==> config.mk <==
export PLATFORM = sky130hd
export DESIGN_NAME = fifo_flex
export DESIGN_NICKNAME = d
export VERILOG_FILES = /design/src/rtl/fifo_flex_pkg.sv /design/src/rtl/fifo_flex_mem.sv /design/src/rtl/fifo_flex.sv
export SDC_FILE = /design/constraint.sdc
export NUM_CORES = 1
export LEC_CHECK = 0
export BUFFER_PORTS_ARGS = -buffer_cell sky130_fd_sc_hd__buf_2
export CAP_MARGIN = 40
export CORE_MARGIN = 5
export CORE_UTILIZATION = 63
export CTS_CLUSTER_SIZE = 20
export DETAILED_ROUTE_END_ITERATION = 8
export PLACE_DENSITY = 0.93
export SLEW_MARGIN = 20
export SYNTH_ARGS = -nofsm -noshare
export SYNTH_HDL_FRONTEND = slang
export SYNTH_SLANG_ARGS = --single-unit
==> constraint.sdc <==
create_clock -name clk -period 6.25 [get_ports clk]
set_input_delay 1.5625 -clock clk [delete_from_list [all_inputs] [get_ports clk]]
set_output_delay 1.5625 -clock clk [all_outputs]
set_load 0.02 [all_outputs]
==> src/rtl/fifo_flex_pkg.sv <==
// Shared types and helpers for the fifo_flex buffer: read-mode enum, flag struct
// and the flag decode used on the registered occupancy count.
package fifo_flex_pkg;

  localparam int unsigned DEF_ADDR_WIDTH = 3;
  localparam int unsigned DEPTH          = 2 ** DEF_ADDR_WIDTH;
  localparam int unsigned CNT_W          = DEF_ADDR_WIDTH + 1;

  typedef enum logic {
    RD_REG  = 1'b0,
    RD_FWFT = 1'b1
  } rd_mode_e;

  typedef struct packed {
    logic full;
    logic empty;
    logic af;
    logic ae;
  } fifo_flags_t;

  // All status flags come from one count value, so full and empty are exclusive.
  function automatic fifo_flags_t fifo_flags_f(input int unsigned count,
                                               input int unsigned depth,
                                               input int unsigned af_level,
                                               input int unsigned ae_level);
    fifo_flags_t f;
    f.full  = (count == depth);
    f.empty = (count == 0);
    f.af    = (count >= af_level);
    f.ae    = (count <= ae_level);
    return f;
  endfunction

endpackage

==> src/rtl/fifo_flex_mem.sv <==
// Storage array for fifo_flex: one synchronous write port, one asynchronous
// read port, no reset on the contents.
module fifo_flex_mem #(
  parameter int unsigned DATA_WIDTH = 8,
  parameter int unsigned ADDR_WIDTH = 3
) (
  input  logic                  clk,
  input  logic                  we,
  input  logic [ADDR_WIDTH-1:0] waddr,
  input  logic [DATA_WIDTH-1:0] wdata,
  input  logic [ADDR_WIDTH-1:0] raddr,
  output logic [DATA_WIDTH-1:0] rdata
);

  logic [DATA_WIDTH-1:0] mem_q [2**ADDR_WIDTH];

  always_ff @(posedge clk) begin
    if (we) begin
      mem_q[waddr] <= wdata;
    end
  end

  assign rdata = mem_q[raddr];

endmodule

==> src/rtl/fifo_flex.sv <==
// Synchronous FIFO with occupancy count, almost thresholds, registered or
// first-word-fall-through read, synchronous flush and sticky error flags.
module fifo_flex
  import fifo_flex_pkg::*;
#(
  parameter int unsigned DATA_WIDTH = 8,
  parameter int unsigned ADDR_WIDTH = 3,
  parameter int unsigned FWFT       = 0,
  parameter int unsigned AF_LEVEL   = 6,
  parameter int unsigned AE_LEVEL   = 2
) (
  input  logic                  clk,
  input  logic                  reset,
  input  logic                  flush,
  input  logic                  wr_en,
  input  logic [DATA_WIDTH-1:0] wdata,
  input  logic                  rd_en,
  output logic [DATA_WIDTH-1:0] rdata,
  output logic                  rvalid,
  output logic                  full,
  output logic                  empty,
  output logic                  almost_full,
  output logic                  almost_empty,
  output logic [ADDR_WIDTH:0]   count,
  output logic                  overflow,
  output logic                  underflow,
  input  logic                  clr_err
);

  localparam int unsigned FIFO_DEPTH = 2 ** ADDR_WIDTH;
  localparam rd_mode_e    RD_MODE    = (FWFT != 0) ? RD_FWFT : RD_REG;

  logic [ADDR_WIDTH-1:0] wr_ptr_q, wr_ptr_d;
  logic [ADDR_WIDTH-1:0] rd_ptr_q, rd_ptr_d;
  logic [ADDR_WIDTH:0]   cnt_q, cnt_d;
  logic [DATA_WIDTH-1:0] rdata_q, rdata_d;
  logic                  rvalid_q, rvalid_d;
  logic                  ovf_q, ovf_d;
  logic                  unf_q, unf_d;
  logic [DATA_WIDTH-1:0] mem_rdata;
  logic                  wr_acc, rd_acc;
  fifo_flags_t           flags;

  assign flags  = fifo_flags_f(32'(cnt_q), FIFO_DEPTH, AF_LEVEL, AE_LEVEL);
  // Flush wins over both requests, so nothing is accepted in a flush cycle.
  assign wr_acc = wr_en & ~flags.full  & ~flush;
  assign rd_acc = rd_en & ~flags.empty & ~flush;

  fifo_flex_mem #(
    .DATA_WIDTH (DATA_WIDTH),
    .ADDR_WIDTH (ADDR_WIDTH)
  ) u_mem (
    .clk   (clk),
    .we    (wr_acc),
    .waddr (wr_ptr_q),
    .wdata (wdata),
    .raddr (rd_ptr_q),
    .rdata (mem_rdata)
  );

  always_comb begin
    wr_ptr_d = wr_ptr_q;
    rd_ptr_d = rd_ptr_q;
    cnt_d    = cnt_q;
    rdata_d  = rdata_q;
    rvalid_d = 1'b0;
    if (flush) begin
      wr_ptr_d = '0;
      rd_ptr_d = '0;
      cnt_d    = '0;
    end else begin
      if (wr_acc) wr_ptr_d = wr_ptr_q + 1'b1;
      if (rd_acc) begin
        rd_ptr_d = rd_ptr_q + 1'b1;
        rdata_d  = mem_rdata;
        rvalid_d = 1'b1;
      end
      if (wr_acc && !rd_acc)      cnt_d = cnt_q + 1'b1;
      else if (rd_acc && !wr_acc) cnt_d = cnt_q - 1'b1;
    end
    // A new error in the clr_err cycle still leaves the flag set.
    ovf_d = (ovf_q & ~clr_err) | (~flush & wr_en & flags.full);
    unf_d = (unf_q & ~clr_err) | (~flush & rd_en & flags.empty);
  end

  always_ff @(posedge clk or posedge reset) begin
    if (reset) begin
      wr_ptr_q <= '0;
      rd_ptr_q <= '0;
      cnt_q    <= '0;
      rdata_q  <= '0;
      rvalid_q <= 1'b0;
      ovf_q    <= 1'b0;
      unf_q    <= 1'b0;
    end else begin
      wr_ptr_q <= wr_ptr_d;
      rd_ptr_q <= rd_ptr_d;
      cnt_q    <= cnt_d;
      rdata_q  <= rdata_d;
      rvalid_q <= rvalid_d;
      ovf_q    <= ovf_d;
      unf_q    <= unf_d;
    end
  end

  assign rdata        = (RD_MODE == RD_FWFT) ? mem_rdata : rdata_q;
  assign rvalid       = (RD_MODE == RD_FWFT) ? ~flags.empty : rvalid_q;
  assign full         = flags.full;
  assign empty        = flags.empty;
  assign almost_full  = flags.af;
  assign almost_empty = flags.ae;
  assign count        = cnt_q;
  assign overflow     = ovf_q;
  assign underflow    = unf_q;

endmodule

# Word-level counts from Yosys, hierarchy flattened
# Memory sizes are Yosys's and may differ from the RTL's. A register that Yosys moved wholly into a read port is not among the register bits.
# Index checks and enable logic that the tools add are counted.
[word_totals]
regBits = 13
mem_bits_rw = 64
output_inout_bits = 19
elab_cells = 50
memories = 1
[memory_table]
columns = ["memory", "words", "width", "rd", "rd_ports_with_merged_regs", "wr", "line_no", "text"]
rows = [
  ["u_mem.mem_q", 8, 8, 1, 1, 1, "fifo_flex_mem.sv:15", "logic [DATA_WIDTH-1:0] mem_q [2**ADDR_WIDTH];"],
]
[classes]
add_sub_neg = 4
n_lt_le_gt_ge = 2
n_eq_ne = 1
n_mux = 11
bitwise_logic = 16
reduce_logical = 9
[ops]
columns = ["op", "count"]
rows = [
  ["$mux W3", 4],
  ["$mux W4", 3],
  ["$and A1 B1 Y1", 10],
  ["$add A3 B1 Y3 const B", 2],
  ["$add A4 B1 Y4 const B", 1],
  ["$eq A4 B4 Y1 const B", 1],
  ["$ge A4 B3 Y1 const B", 1],
  ["$le A4 B2 Y1 const B", 1],
  ["$logic_not A4 Y1", 1],
  ["$mux W1", 4],
  ["$not A1 Y1", 4],
  ["$reduce_bool A2 Y1", 2],
  ["$sub A4 B1 Y4 const B", 1],
  ["$reduce_bool A3 Y1", 1],
  ["$logic_and A1 B1 Y1", 2],
  ["$logic_not A1 Y1", 2],
  ["$or A1 B1 Y1", 2],
  ["$reduce_and A2 Y1", 1],
]

# Longest topological paths before layout
# Gate-level depths: netlist of run 1.
[depth]
word_depth = 9
mapped_depth = 11
depth_no_buf = 9

# Modules after synthesis
# Synthesis of run 1 repeated with hierarchy kept, for this count alone.
[hier_totals]
hier_cells = 201
area_unflattened_um2 = 3587.2
[by_module_without_submodules]
columns = ["mod", "n_inst", "cells_each", "area_each_um2", "seq_area_each_um2"]
rows = [
  ["fifo_flex_mem", 1, 106, 2531.2, 1921.8],
  ["fifo_flex", 1, 95, 1056.0, 525.5],
]

# Worst setup path after synthesis of run 1
# No wires, ideal clock.
[synth_path]
path_type = "input -> register"
startpoint = "input port flush"
endpoint = "register cnt_q[3] (netlist: count[3])"
setup_time_ns = 0.072
arrival_time_ns = 3.176
setup_slack_ns = 3.002
cell_stages = 8
path_buffers = 0
cell_sequence = "nand2b_1 -> nor2_1 -> nand2_1 -> ha_1 -> a21o_2 -> a21oi_1 -> mux4_2 -> nor2_1"
[synth_via]
elab_chain_len = 6
word_cells_on_any_way = 10
classes_between = "mux: 2; bitwise: 3; reduce/logical: 5"
[synth_lines]
columns = ["item", "line_no", "text"]
rows = [
  ["start: declaration", "fifo_flex.sv:14", "input logic flush,"],
  ["$not A1 Y1", "fifo_flex.sv:46, fifo_flex.sv:47", ""],
  ["$and A1 B1 Y1", "fifo_flex.sv:47", "assign rd_acc = rd_en & ~flags.empty & ~flush;"],
  ["$logic_not A1 Y1", "fifo_flex.sv:78", "if (wr_acc && !rd_acc) cnt_d = cnt_q + 1'b1;"],
  ["$logic_and A1 B1 Y1", "fifo_flex.sv:78", ""],
  ["$mux W4", "fifo_flex.sv:78", ""],
  ["$mux W4", "fifo_flex.sv:67", "if (flush) begin"],
  ["end signal: assignment", "fifo_flex.sv:98", "cnt_q <= cnt_d;"],
  ["end: declaration", "fifo_flex.sv:35", "logic [ADDR_WIDTH:0] cnt_q, cnt_d;"],
]
# Several ways; a longest one is shown, not always the timed one.
# A chain may end at the register's enable or synchronous reset.

# Worst setup path in the final report of run 1
# Same ends and word-level chain as after synthesis.

==> results of run 1 <==
## layout make-up
class	count	area, µm²	area share [%]
timing repair buffer	41	253	6.26
multi-input combinational	107	977	24.2
tap	72	90.1	2.23
inverter	8	30.0	0.744
sequential	85	2450	60.6
clock buffer	11	131	3.25
clock inverter	5	108	2.67
## synth_stat cells, types with 3 or more instances
cell type	instances	share of area, %
nand2b_1	3	0.53
nand2_1	6	0.64
buf_2	3	0.43
inv_1	7	0.74
nor3_1	3	0.43
xnor2_1	3	0.74
ha_1	4	1.4
a211oi_1	3	0.64
xor2_1	3	0.74
edfxtp_1	64	54
clkbuf_1	4	0.43
dfrtp_1	21	15
nor2_1	25	2.7
mux4_2	17	11
a21oi_1	11	1.6
nand3_1	3	0.43
mux2i_1	10	2.8
## layer usage
metal  routed length (µm)  track usage (%)  vias to the layer above
li1                     -                -                      885
met1                 2600             24.5                      972
met2                 3420             33.1                      120
met3                  661             6.12                       16
met4                  192             10.1                        0
met5                    0                0                        -
## layout by cell type (no fill, tap or decap), types with 2 or more instances in the layout
| cell | instances |
|---|---|
| bufinv_16 | 3 |
| nand2_1 | 6 |
| nand3_1 | 3 |
| a21oi_1 | 11 |
| dfrtp_1 | 21 |
| nor2_1 | 25 |
| a21o_1 | 2 |
| nand2b_1 | 3 |
| buf_2 | 33 |
| a211oi_1 | 3 |
| nor3_1 | 3 |
| mux2i_1 | 10 |
| ha_1 | 4 |
| edfxtp_1 | 64 |
| buf_4 | 6 |
| inv_6 | 2 |
| o21ai_0 | 2 |
| xnor2_1 | 3 |
| clkbuf_1 | 2 |
| mux4_2 | 17 |
| xor2_1 | 3 |
| inv_1 | 7 |
| clkbuf_8 | 9 |
## per-stage QoR
stage / power [mW] / instances / util [%] / setup slack (ns)
finish: 1.77 / 329 / 73.8 / 2.88
global route: 1.86 / 329 / 73.8 / 2.70
CTS: 1.77 / 324 / 72.9 / 2.89
detailed placement: 1.31 / 308 / 68.6 / 2.56
global placement: 1.26 / 304 / 67.7 / 2.72
floorplan: 1.16 / 212 / - / 3.00
## sequential cells by signal, indices dropped and copies added (netlist names)
| register | count |
|---|---|
| rd_ptr_q | 3 |
| overflow | 1 |
| rvalid | 1 |
| rdata | 8 |
| count | 4 |
| underflow | 1 |
| wr_ptr_q | 3 |
| u_mem.mem_q | 64 |
## cell families (layout without fill, tap and decap cells)
kind of cell               after synthesis  after routing  synth area share [%]
buffers and inverters                   20             65                  2.94
DFF                                     85             85                  69.4
and+or+nand+nor                         46             46                  6.21
xor gates and xnor gates                 6              6                  1.49
adders and majority gates                5              5                  1.99
AOI/OAI and AO/OA                       23             23                  4.33
muxes                                   27             27                  13.7
## critical path, delay by kind of cell
family	cells	cell delay [ns]
multiplexers	1	0.56
AO/OA/AOI/OAI	2	0.44
buffers and inverters	1	0.19
adder cells (fa/ha/maj)	1	0.34
AND/OR/NAND/NOR	4	0.56
## power groups by stage
stage          registers, mW  logic, mW  clock network [mW]
4_1_cts                0.766      0.545               0.463
6_report               0.767      0.545               0.460
3_3_place_gp           0.789      0.474                   0
2_1_floorplan          0.775      0.384                   0
5_1_grt                0.779      0.589               0.489
3_5_place_dp           0.779      0.535                   0
## path summary, 6_finish.rpt
| kind | endpoint | slack (ns) | cells past startpoint |
|---|---|---|---|
| min in group asynchronous | rdata[3]$_DFFE_PP0P_ | 1.06 | 2 |
| max in group asynchronous | wr_ptr_q[1]$_DFFE_PP0P_ | 4.83 | 3 |
| max reg2reg | count[3]$_DFFE_PP0P_ | 3.25 | 7 |
| max | count[3]$_DFFE_PP0P_ | 2.88 | 9 |
| min | rdata[7]$_DFFE_PP0P_ | 0.53 | 2 |
| min reg2reg | rdata[7]$_DFFE_PP0P_ | 0.53 | 2 |
==> results by group, run 1 <==
Timing
  • Slew Limit Fails: 0
  • RSZ-0062 raised after global routing: no
  • Final Hold Slack: 0.530 ns
  • Final Cycle Share: 54.0%
  • TNS Setup: 0 ns
  • Hold Vio Cnt, Final: 0
  • Final setup viols: 0
  • Crit path time final: 3.37 ns
  • Max frequency: 0.296 GHz
  • Slew @ Worst Pin: 0.811 ns
  • Max transition margin: 45.7%
  • Skew final: 0.00821 ns

Detailed routing
  • Avg WL per Cell: 20.9 µm
  • Drt drc: 0
  • WL final: 6870 µm
  • Vias after detailed routing: 1993
  • Initial DRC count: 182
  • Via density: 6.06
  • DRT Pass-1 Iters: 5
  • Remaining antenna violation count: 0

Floorplan
  • Ports: 33
  • Die Y: 84.8 µm
  • Die width: 84.8 µm
  • Die Area: 7200 µm²
  • # rows: 27
  • Core Box Area: 5470 µm²
  • Starting Density: 64.5%

Clock network
  • CTS Buf Count: 9
  • Clock Tree Buf Depth: 2
  • Post-CTS setup buffer count: 0
  • Count of clock tree sinks: 85
  • Number of H-tree levels: 3
  • Hold-fix buffers, CTS: 0
  • Clk Tree Root Cell: clkbuf_8
  • CTS clk-pin slew, worst paths: 0.08 ns
  • Worst skew pair latency: 0.35 ns
  • CTS tree: yes
  • Post-CTS sizing: 0

Placed design
  • Placer Congestion: 0.810
  • DP Area: 3750 µm²
  • Post-DP HPWL: 4490 µm
  • Buffers on Ports: 32

Yosys
  • Syn nets: 231
  • Number of flops mapped to enable cells by yosys: 64
  • Seq/Total Area, Yosys: 69.4%
  • Async set-reset flop share out of synthesis: 24.7%
  • Syn_area_per_cell: 16.6 µm²
  • Yosys reg bits: 85
  • Ys Warns: 0
  • Area of the mapped netlist: 3530 µm²
  • Synth cell types: 36
  • Synth Instances: 212
  • Top FF cell, synth: edfxtp_1

Power and ir drop
  • Sw frac: 32.5%
  • Seq pwr share: 43.3%
  • Power density over the cells: 439 nW/µm²
  • Net switching power: 0.576 mW
  • Internal: 1.20 mW
  • Static leakage: 1.48 nW
  • Clock share of power: 26.0%
  • Combinational share of power: 30.8%
  • Worst vdd ir: 0.290 mV

Job
  • MaxCap Viol Count: 0

Final layout
  • Syn-to-layout area delta: 14.4%
  • Fillcell total: 303
  • Antenna diode count: 0
  • Layout cell share with drive strength beyond 1: 30.0%
  • Nets: 271
  • Fin area: 4040 µm²

Setup path
  • Critical Path Start Type: input pin
  • Worst path max stage delay: 0.56 ns
  • Slowest cell on the critical path: mux4_2
  • Arrival @ worst endpoint: 3.65 ns
  • Worst setup path class: input pin to flop
  • Critical Path RT: 6.53 ns
  • CP endpoint kind: flop
  • Critical path origin: flush
  • R2R Path Start: count[0]$_DFFE_PP0P_
  • Critical path, cell by cell: buf_2 > nand2b_1 > nor2_1 > nand2_1 > ha_1 > a21o_2 > a21oi_1 > mux4_2 > nor2_1
  • Crit-path most repeated cell: nor2_1
  • CP max FO: 13

Hold path
  • Hold_sp: rdata[7]$_DFFE_PP0P_
  • Min-delay worst type: flop to flop

Global routing
  • GRT Total Usage: 20.2%
  • Initial antenna violation count: 0
  • Largest net degree at the start of global routing: 22
  • Grt total ovfl: 0
  • Vias in the first global route: 2001
  • Global-route wire length before repair: 10600 µm

Status
  • Status: finished, final reports clean
No activity file was read; power rests on OpenSTA's default activity.
==> run 2: changes to the inputs <==
--- a/config.mk
+++ b/config.mk
@@ -8,10 +8,10 @@
 export BUFFER_PORTS_ARGS = -buffer_cell sky130_fd_sc_hd__buf_2
 export CAP_MARGIN = 40
 export CORE_MARGIN = 5
-export CORE_UTILIZATION = 63
+export CORE_UTILIZATION = 58
 export CTS_CLUSTER_SIZE = 20
 export DETAILED_ROUTE_END_ITERATION = 8
-export PLACE_DENSITY = 0.93
+export PLACE_DENSITY = 0.87
 export SLEW_MARGIN = 20
 export SYNTH_ARGS = -nofsm -noshare
 export SYNTH_HDL_FRONTEND = slang
==> constraint.sdc (replaced) <==
create_clock -name clk -period 3.4 [get_ports clk]
set_input_delay 0.85 -clock clk [delete_from_list [all_inputs] [get_ports clk]]
set_output_delay 0.85 -clock clk [all_outputs]
set_load 0.02 [all_outputs]
==> run 2 against run 1 <==
Flip-flop and latch count is the same. Routed wire length down 8.2%. Critical endpoint unchanged. Power is 70% higher. Utilization is 6.5 points lower. Non-clock buffer count grew 2. First-iteration DRC count is 40% lower. Critical path type is now flop to flop. Register-to-register slack got worse by 2.7 ns. Final cell count increased by 1.5%. Critical path depth decreased by 2. Largest cell class unchanged. Die area increased by 7.6%. Highest routed layer unchanged. Combinational power grew 79%. Clock skew increased by 0.0018 ns.
==> results by group, run 2 (same netlist as run 1, synthesis figures left out) <==
Clock network
  • Count of clock tree sinks: 85 (unchanged)
  • CTS tree: yes (unchanged)
  • CTS Buf Count: 9 (unchanged)
  • Worst skew pair latency: 0.34 ns (was 0.35 ns)
  • Hold-fix buffers, CTS: 0 (unchanged)
  • Clock Tree Buf Depth: 2 (unchanged)
  • Number of H-tree levels: 3 (unchanged)
  • Post-CTS setup buffer count: 0 (unchanged)
  • CTS clk-pin slew, worst paths: 0.09 ns (was 0.08 ns)
  • Clk Tree Root Cell: clkbuf_8 (unchanged)
  • Post-CTS sizing: 0 (unchanged)

Setup path
  • R2R cell count: 7 (unchanged)
  • Worst setup path class: flop to flop (was input pin to flop)
  • CP endpoint kind: flop (unchanged)
  • CP max FO: 10 (was 13)
  • Critical Path RT: 3.67 ns (was 6.53 ns)
  • Arrival @ worst endpoint: 3.16 ns (was 3.65 ns)
  • R2r endpoint: count[3]$_DFFE_PP0P_ (unchanged)
  • Crit path capture: count[3]$_DFFE_PP0P_ (unchanged)
  • FF-to-FF setup slack: 0.52 ns (was 3.25 ns)
  • Critical path origin: count[0]$_DFFE_PP0P_ (was flush)
  • R2R Path Start: count[0]$_DFFE_PP0P_ (unchanged)
  • Critical Path Start Type: flop (was input pin)

Status
  • Status: finished, final reports clean (unchanged)

Power and ir drop
  • Worst vdd ir: 0.502 mV (was 0.290 mV)
  • Power density over the cells: 758 nW/µm² (was 439 nW/µm²)
  • Static leakage: 1.46 nW (was 1.48 nW)
  • Total power: 3.02 mW (was 1.77 mW)

Final layout
  • Nets: 273 (was 271)
  • Commonest cells after routing, fill and taps aside: edfxtp_1 (64), buf_2 (32), nor2_1 (25) (was edfxtp_1 (64), buf_2 (33), nor2_1 (25))
  • Syn-to-layout area delta: 12.9% (was 14.4%)
  • Layout cell share with drive strength beyond 1: 31.3% (was 30.0%)
  • Fillcell total: 375 (was 303)
  • Largest register FFs: 64 (unchanged)
  • Commonest non-fill, non-tap cell in the layout: edfxtp_1 (unchanged)
  • Largest Register: u_mem.mem_q (unchanged)
  • Antenna diode count: 0 (unchanged)

Timing
  • Final Cycle Share: 84.8%
  • Hold Vio Cnt, Final: 0 (unchanged)
  • Skew final: 0.00997 ns (was 0.00821 ns)
  • Slew @ Worst Pin: 0.807 ns (was 0.811 ns)
  • RSZ-0062 raised after global routing: no (unchanged)
  • Final setup viols: 0 (unchanged)
  • Crit path time final: 2.88 ns
  • Max transition margin: 46.2% (was 45.7%)
  • Slew Limit Fails: 0 (unchanged)
  • Max frequency: 0.347 GHz
  • TNS Setup: 0 ns (unchanged)

Detailed routing
  • Remaining antenna violation count: 0 (unchanged)
  • Via density: 5.80 (was 6.06)
  • Initial DRC count: 109 (was 182)
  • WL final: 6310 µm (was 6870 µm)
  • Vias after detailed routing: 1937 (was 1993)
  • Drt drc: 0 (unchanged)
  • Avg WL per Cell: 18.9 µm (was 20.9 µm)
  • DRT Pass-1 Iters: 4 (was 5)

Placed design
  • Placer Congestion: 0.799 (was 0.810)
  • Buffers on Ports: 32 (unchanged)
  • Post-DP HPWL: 4110 µm (was 4490 µm)

Floorplan
  • Starting Density: 59.6% (was 64.5%)
  • Core Box Area: 5920 µm² (was 5470 µm²)
  • Die width: 88.0 µm (was 84.8 µm)
  • Die Y: 88.0 µm (was 84.8 µm)
  • Ports: 33 (unchanged)
  • Die Area: 7740 µm² (was 7200 µm²)
  • # rows: 28 (was 27)

Global routing
  • Global-route wire length before repair: 9950 µm (was 10600 µm)
  • Vias in the first global route: 1916 (was 2001)
  • Grt total ovfl: 0 (unchanged)
  • Largest net degree at the start of global routing: 22 (unchanged)
  • GRT Total Usage: 18.2% (was 20.2%)
  • Initial antenna violation count: 0 (unchanged)

Hold path
  • Min-delay worst type: input pin to async pin (was flop to flop)

Job
  • MaxCap Viol Count: 0 (unchanged)
-- run 2: through the flow --
step / utilization (%) / cells / hold slack [ns] / instance area, µm² / setup slack, ns
2_1_floorplan: - / 212 / 0.545 / 3530 / 0.556
3_3_place_gp: 63.8 / 316 / 0.500 / 3780 / 0.556
3_5_place_dp: 63.8 / 316 / 0.512 / 3780 / 0.481
4_1_cts: 67.0 / 332 / 0.532 / 3970 / 0.535
5_1_grt: 67.3 / 334 / 0.410 / 3980 / 0.349
6_report: 67.3 / 334 / 0.409 / 3980 / 0.516
-- run 2: worst max-delay path, stage by stage, from the launching register on --
cell and delay (ns):
dfrtp_1 0.51, o41ai_2 0.72, nand2_1 0.22, ha_1 0.32
a21o_2 0.20, a21oi_1 0.21, mux4_2 0.53, nor2_1 0.11
-- run 2: worst min-delay path by stage --
stage / cells past startpoint / slack (ns) / from / endpoint
2_1_floorplan: 2 / 0.55 / wr_ptr_q[0]$_DFFE_PP0P_ / wr_ptr_q[0]$_DFFE_PP0P_
3_3_place_gp: 2 / 0.50 / rdata[3]$_DFFE_PP0P_ / rdata[3]$_DFFE_PP0P_
3_5_place_dp: 2 / 0.51 / rdata[3]$_DFFE_PP0P_ / rdata[3]$_DFFE_PP0P_
4_1_cts: 2 / 0.53 / rdata[3]$_DFFE_PP0P_ / rdata[3]$_DFFE_PP0P_
5_1_grt: 2 / 0.41 / reset / rdata[0]$_DFFE_PP0P_
6_report: 2 / 0.41 / reset / rdata[2]$_DFFE_PP0P_
-- run 2: area by class of cell --
class / count / area, µm² / share of cell area [%]
Timing Repair Buffer: 43 / 246 / 6.19
Tap cell: 75 / 93.8 / 2.36
Clock inverter: 6 / 51.3 / 1.29
Clock buffer: 10 / 138 / 3.45
Sequential cell: 85 / 2450 / 61.4
Inverter: 8 / 30.0 / 0.754
Multi-Input combinational cell: 107 / 977 / 24.5
-- run 2: metal layers --
metal	track usage, %	part of all wire [%]	vias up
met2	29.2	49	53
met1	24.3	43	992
li1	-	-	888
met5	0	0	-
met4	5.44	0.59	0
met3	5.36	6.9	4
-- run 2: power by group --
part           internal [mW]  switching [mW]
combinational          0.444           0.534
clock                  0.297           0.369
sequential              1.24           0.137
